[src/rtl/uart_tx_arbiter.sv]
// Two-requester 8N1 UART transmitter with per-frame round-robin arbitration.
// A frame in progress is never pre-empted; arbitration happens only in IDLE.
module uart_tx_arbiter #(
    parameter int CLOCK_RATE   = 100_000_000,
    parameter int BAUD_RATE    = 115_200,
    parameter int CLKS_PER_BIT = CLOCK_RATE / BAUD_RATE
) (
    input  logic       clk_pin,
    input  logic       rst_pin,
    input  logic [7:0] req0_data,
    input  logic       req0_valid,
    output logic       req0_ready,
    input  logic [7:0] req1_data,
    input  logic       req1_valid,
    output logic       req1_ready,
    output logic       txd_o,
    output logic       busy,
    output logic       grant
);

    localparam int CNT_W = $clog2(CLKS_PER_BIT);
    localparam logic [CNT_W-1:0] BAUD_LAST = CNT_W'(CLKS_PER_BIT - 1);

    typedef enum logic [1:0] {
        IDLE,
        START,
        DATA,
        STOP
    } state_t;

    state_t           state;
    logic [CNT_W-1:0] baud_cnt;
    logic [2:0]       bit_cnt;
    logic [7:0]       shift_reg;
    logic             last_grant;
    logic             winner;
    logic             take;
    logic             bit_done;
    logic [7:0]       win_data;

    always_comb begin
        // NOTE: default assignment first so every path drives winner and no latch is inferred.
        winner = 1'b0;
        if (req0_valid && req1_valid) begin
            winner = ~last_grant;
        end else if (req1_valid) begin
            winner = 1'b1;
        end
    end

    assign take       = (state == IDLE) && (winner ? req1_valid : req0_valid);
    assign req0_ready = take && !winner;
    assign req1_ready = take && winner;
    assign win_data   = winner ? req1_data : req0_data;
    assign bit_done   = (baud_cnt == BAUD_LAST);

    always_ff @(posedge clk_pin or posedge rst_pin) begin
        if (rst_pin) begin
            state      <= IDLE;
            baud_cnt   <= '0;
            bit_cnt    <= '0;
            // NOTE: the shift register is reset too, so an aborted byte cannot leak into a later frame.
            shift_reg  <= '0;
            last_grant <= 1'b1;
            grant      <= 1'b0;
            txd_o      <= 1'b1;
            busy       <= 1'b0;
        end else begin
            // NOTE: non-blocking assignments keep every register reading pre-edge values.
            unique case (state)
                IDLE: begin
                    baud_cnt <= '0;
                    if (take) begin
                        shift_reg  <= win_data;
                        grant      <= winner;
                        last_grant <= winner;
                        txd_o      <= 1'b0;
                        busy       <= 1'b1;
                        state      <= START;
                    end
                end
                START: begin
                    if (bit_done) begin
                        baud_cnt  <= '0;
                        bit_cnt   <= '0;
                        txd_o     <= shift_reg[0];
                        shift_reg <= shift_reg >> 1;
                        state     <= DATA;
                    end else begin
                        baud_cnt <= baud_cnt + 1'b1;
                    end
                end
                DATA: begin
                    if (bit_done) begin
                        baud_cnt <= '0;
                        bit_cnt  <= bit_cnt + 1'b1;
                        if (bit_cnt == 3'd7) begin
                            txd_o <= 1'b1;
                            state <= STOP;
                        end else begin
                            txd_o     <= shift_reg[0];
                            shift_reg <= shift_reg >> 1;
                        end
                    end else begin
                        baud_cnt <= baud_cnt + 1'b1;
                    end
                end
                STOP: begin
                    if (bit_done) begin
                        baud_cnt <= '0;
                        busy     <= 1'b0;
                        state    <= IDLE;
                    end else begin
                        baud_cnt <= baud_cnt + 1'b1;
                    end
                end
            endcase
        end
    end

endmodule

[config.mk]
export PLATFORM = sky130hd
export DESIGN_NAME = uart_tx_arbiter
export DESIGN_NICKNAME = d
export VERILOG_FILES = /design/src/rtl/uart_tx_arbiter.sv
export SDC_FILE = /design/constraint.sdc
export NUM_CORES = 1
export LEC_CHECK = 0
export BUFFER_PORTS_ARGS = -buffer_cell sky130_fd_sc_hd__buf_2
export CORE_MARGIN = 5
export CORE_UTILIZATION = 50
export DETAILED_ROUTE_END_ITERATION = 10
export PLACE_DENSITY = 0.75
export REMOVE_ABC_BUFFERS = 1
export SLEW_MARGIN = 20
export SYNTH_ARGS = -nofsm -noshare
export SYNTH_HDL_FRONTEND = slang
export SYNTH_SLANG_ARGS = --single-unit
[constraint.sdc]
create_clock -name clk_pin -period 2 [get_ports clk_pin]
set_input_delay 0.2 -clock clk_pin [delete_from_list [all_inputs] [get_ports clk_pin]]
set_output_delay 0.2 -clock clk_pin [all_outputs]
set_load 0.01 [all_outputs]
==> Word-level counts from Yosys, hierarchy flattened <==
Index checks and enable logic that the tools add are counted.
{ "op_classes": {"addsub": 2, "n_eq_ne": 11, "muxes": 28, "bitwise": 1, "reduce_logical": 16} }
{ "op_table": {"columns": ["operator", "count"], "rows": [
  ["$mux 8", 5],
  ["$pmux 8 s3", 1],
  ["$pmux 10 s2", 1],
  ["$ne 2x2->1 const B", 6],
  ["$add 10x1->10 const B", 1],
  ["$eq 10x10->1 const B", 1],
  ["$mux 10", 1],
  ["$mux 2", 5],
  ["$reduce_and 5->1", 2],
  ["$mux 1", 9],
  ["$pmux 2 s4", 1],
  ["$mux 3", 2],
  ["$pmux 3 s2", 1],
  ["$reduce_and 3->1", 2],
  ["$eq 2x2->1 const B", 2],
  ["$logic_and 1x1->1", 4],
  ["$reduce_and 4->1", 1],
  ["$reduce_bool 2->1", 2],
  ["$add 3x1->3 const B", 1],
  ["$eq 3x3->1 const B", 1],
  ["$pmux 1 s3", 1],
  ["$reduce_bool 3->1", 1],
  ["$reduce_or 3->1", 1],
  ["$eq 2x1->1 const B", 1],
  ["5 further kinds", 5]
]} }
{ "word_totals": {"reg_bits": 27, "in_bits": 20, "output_inout_bits": 5, "elab_cells": 66} }

==> Longest topological paths before layout <==
{ "depth": {"ltp_word": 6, "mapped_depth": 7, "mapped_depth_nobuf": 6} }

==> Least setup slack after synthesis <==
No wires, ideal clock.
{ "synth_timing": {"path_type": "register -> register", "from": "reg state[0]", "to": "reg shift_reg[0]", "setup_ns": 0.125, "arrival_ns": 1.926, "t_required_ns": 1.875, "setup_slack_ns": -0.051, "stages_incl_launch_ff": 8, "n_path_buf": 1, "synth_period_minus_slack_ns": 2.051, "cell_sequence": "dfrtp_1 inv_1 ha_1 buf_2 nor3b_1 a211oi_1 o21ai_2 mux2_2"} }
{ "synth_via": {"elab_chain_cells": 4, "word_cells_on_any_way": 11, "cone_classes": "6 x eq/ne; 1 x mux; 4 x reduce/logical"} }
{ "synth_lines": {"columns": ["item", "line_no", "source"], "rows": [
  ["start, declared", "31", "state_t state;"],
  ["start signal, assigned", "59", "state <= IDLE;"],
  ["start signal, assigned", "79", "state <= START;"],
  ["start signal, assigned", "88", "state <= DATA;"],
  ["$logic_not 2->1", "51, 70", null],
  ["$logic_and 1x1->1", "51", "assign take = (state == IDLE) && (winner ? req1_valid : req0_valid);"],
  ["$ne 2x2->1 (no source line)", null, null],
  ["$reduce_and 5->1 (no source line)", null, null],
  ["end signal, assigned", "74", "shift_reg <= win_data;"],
  ["end signal, assigned", "87", "shift_reg <= shift_reg >> 1;"],
  ["end signal, assigned", "102", "shift_reg <= shift_reg >> 1;"],
  ["end, declared", "34", "logic [7:0] shift_reg;"]
]} }
Several ways; a longest one is shown, not always the timed one.
A chain may end at the register's enable or synchronous reset.

==> Worst setup path after layout <==
{ "layout_timing": {"from": "reg baud_cnt[1]", "to": "reg state[1]"} }
{ "layout_via": {"elab_chain_cells": 3, "word_cells_on_any_way": 5, "cone_classes": "4 x eq/ne; 1 x reduce/logical"} }
{ "layout_lines": {"columns": ["item", "line_no", "source"], "rows": [
  ["start, declared", "32", "logic [CNT_W-1:0] baud_cnt;"],
  ["start signal, assigned", "90", "baud_cnt <= baud_cnt + 1'b1;"],
  ["start signal, assigned", "105", "baud_cnt <= baud_cnt + 1'b1;"],
  ["start signal, assigned", "114", "baud_cnt <= baud_cnt + 1'b1;"],
  ["$eq 10x10->1 (*)", "55", "assign bit_done = (baud_cnt == BAUD_LAST);"],
  ["$ne 2x2->1 (no source line)", null, null],
  ["$reduce_and 5->1 (no source line) (*)", null, null]
]} }
Mark *: on every way between the ends. The rest lies on a longest branch, timed or not.

==> impl_metrics.csv <==
group,metric,value,unit
hold_path,hp-class,"primary input to flop",
synthesis,ys.flop_type,"dfrtp_1",
job,max_cap_viol_count,0,
route,drtAntennaViolNets,0,
place,dpl-instance-area,0.00166,mm²
clock_network,cts.sinks,27,
timing,holdWs,0.0591,ns
synthesis,yosysUniqueCellTypes,36,
synthesis,synth.avg_cell_area,10.6,µm²
synthesis,synthTopCellsByCount,"25 x dfrtp_1, 14 x nor2_1, 12 x nand2_1",
route,viasPerCell,5.39,
finish,final_nets,200,
critical_path,crit_fanout,4,
timing,hold_violations,0,
floorplanning,dieWidth,64.5,µm
grt,antenna_found_initial,0,
clock_network,root_buffer,"clkbuf_4",
grt,track_usage,14.7,%
route,wl_per_cell,13.9,µm
finish,largest_reg_flops,10,
synthesis,ys_seq_area_share,45.6,%
synthesis,yosys.area.top_type,"dfrtp_1",
place,io_buffer_count,24,
finish,design_area,0.00172,mm²
pwr,comb_power_share,5.7,%
floorplanning,coreArea,0.00281,mm²
finish,final_layout_size_suffix_gt1_share,32.0,%
pwr,clockPowerShare,29.2,%
clock_network,clkTransAtPathRegs,0.16,ns
timing,finalSetupViolations,0,
route,drc_errors,0,
run_status,status,"finished, final reports clean",
synthesis,netlist_area,0.00149,mm²
synthesis,synth_edf_count,0,
grt,grt_pass1_vias,1188,
synthesis,ys_seq_elements,27,
timing,fmax,0.517,GHz
place,dp.cells,195,
grt,grt_pass1_wl,4990,µm
synthesis,synth_top_area_share,42.1,%
pwr,leakagePower,0.862,nW
timing,finalWorstSetupSlack,0.0659,ns
pwr,p_switching,0.192,mW
clock_network,h-tree-depth,1,
timing,timing.final.crit_share,96.7,%
timing,max_slew.worst_pin.slew,0.635,ns
finish,fin_util,61.5,%
synthesis,yosys-top-cells-area,"dfrtp_1 42%, mux2i_1 6.1%, mux2_2 6.1%",
floorplanning,fp-row-count,19,
synthesis,synthCells,141,
pwr,power_frac_seq,65.1,%
synthesis,yosys_warnings,0,
place,place_ws,0.0299,ns
pwr,ir_drop,352,µV
floorplanning,io_pins,25,
pwr,internal_power,0.647,mW
route,num_vias,1095,
timing,tns,0,ns
clock_network,clockBufferDepth,2,
finish,layout.cells.non_filler,203,
pwr,power_density,487,mW/mm²
timing,finClkSkew,0.0145,ns
critical_path,worstSetupPathType,"flop to flop",
route,drtPass1Iterations,4,
floorplanning,start_util,53.0,%
clock_network,insertion_delay,0.33,ns
finish,areaGrowthSynthToFinish,15.9,%
floorplanning,die_area,0.00417,mm²
grt,grt_max_degree,28,
grt,overflow,0,
route,drtIter0Drc,32,
finish,antenna_cells,0,
clock_network,cts_buffers,3,
route,routed_wl,2820,µm
timing,slew_headroom,57.4,%
pwr,power,0.839,mW
clock_network,cts_tree,"done",
timing,period_needed,1.93,ns
synthesis,synth_most_common_cell,"dfrtp_1",
pwr,p_sw_share,22.9,%
synthesis,async_flop_share,100,%
floorplanning,die_h,64.5,µm
critical_path,worstPathRequired,2.23,ns
place,globalplace.congestion,0.778,
critical_path,arrival,2.17,ns
timing,maxSlewViolCount,0,
critical_path,cp-end-kind,"flop",
place,dp_hpwl,2130,µm
critical_path,start_kind,"flop",
cells by family after synthesis:
logic type,synth area share (%)
DFF,45.6
muxes,13.6
xor gates and xnor gates,4.71
AOI/OAI and AO/OA,11.4
and+or+nand+nor,14.8
adders and majority gates,5.89
buffers and inverters,3.95
cell type report:
| type | count | area [µm²] |
|---|---|---|
| clock buffers | 3 | 22.5 |
| clock inverters | 1 | 7.51 |
| fillers | 248 | 1080 |
| inverters | 6 | 22.5 |
| multi-input cells | 101 | 757 |
| flip-flops and latches | 27 | 678 |
| well taps | 31 | 38.8 |
| repair buffers | 34 | 198 |
worst max-delay path, stage by stage (launching register included):
cell and delay [ns]:
dfrtp_1 0.41, ha_2 0.23, nand4b_1 0.14, or3_4 0.42, a221oi_4 0.28, mux2_1 0.36
placed cells by master, fill, tap and decap left out, types with 2 or more instances in the layout:
master	synthesis	final
nand3_1	3	3
a31oi_1	2	2
and3_1	2	2
clkbuf_4	0	3
mux2_1	2	2
a32o_1	2	2
a211oi_1	2	2
a21oi_1	3	3
ha_1	7	6
buf_4	0	9
xor2_1	6	6
nor2_1	14	14
mux2i_1	9	9
dfrtp_1	25	25
dfstp_2	2	2
inv_1	6	6
nand2_1	12	12
or3_4	2	2
buf_2	2	24
xnor2_1	2	2
mux2_2	8	8
nand4_1	2	2
o21ai_0	10	10
power by group through the flow:
stage | logic [mW] | clock network (mW) | registers [mW]
after global routing | 0.0546 | 0.286 | 0.547
after floorplan | 0.0220 | 0 | 0.556
after detailed placement | 0.0467 | 0 | 0.556
after global placement | 0.0456 | 0 | 0.556
after CTS | 0.0487 | 0.257 | 0.546
final | 0.0474 | 0.245 | 0.546
final timing paths:
check	start	end	slack, ns	cells after the start
setup / recovery	baud_cnt[1]	state[1]	0.07	5
hold / removal	req0_valid	last_grant	0.06	2
setup reg to reg	baud_cnt[1]	state[1]	0.07	5
hold reg to reg	baud_cnt[0]	baud_cnt[0]	0.47	1
max in group asynchronous	rst_pin	txd_o	1.27	4
min in group asynchronous	rst_pin	grant	0.43	4
layer usage:
metal	track usage [%]	part of all wire [%]	wire length [µm]	up-vias
li1	-	-	-	548
met1	17.3	46	1290	529
met2	26.5	50	1410	16
met3	3.11	3.7	104	2
met4	5.28	0.60	17	0
met5	0	0	0	-
repair_timing:
item,in CTS,in global routing
setup endpoints to repair,3,2
gates resized for setup,2,0
pin swaps,0,1
buffers inserted,0,3
gates cloned,0,0
endpoints found under the hold margin,25,0
hold buffers,1,0
Note: power is estimated with default switching activity, not from simulation.
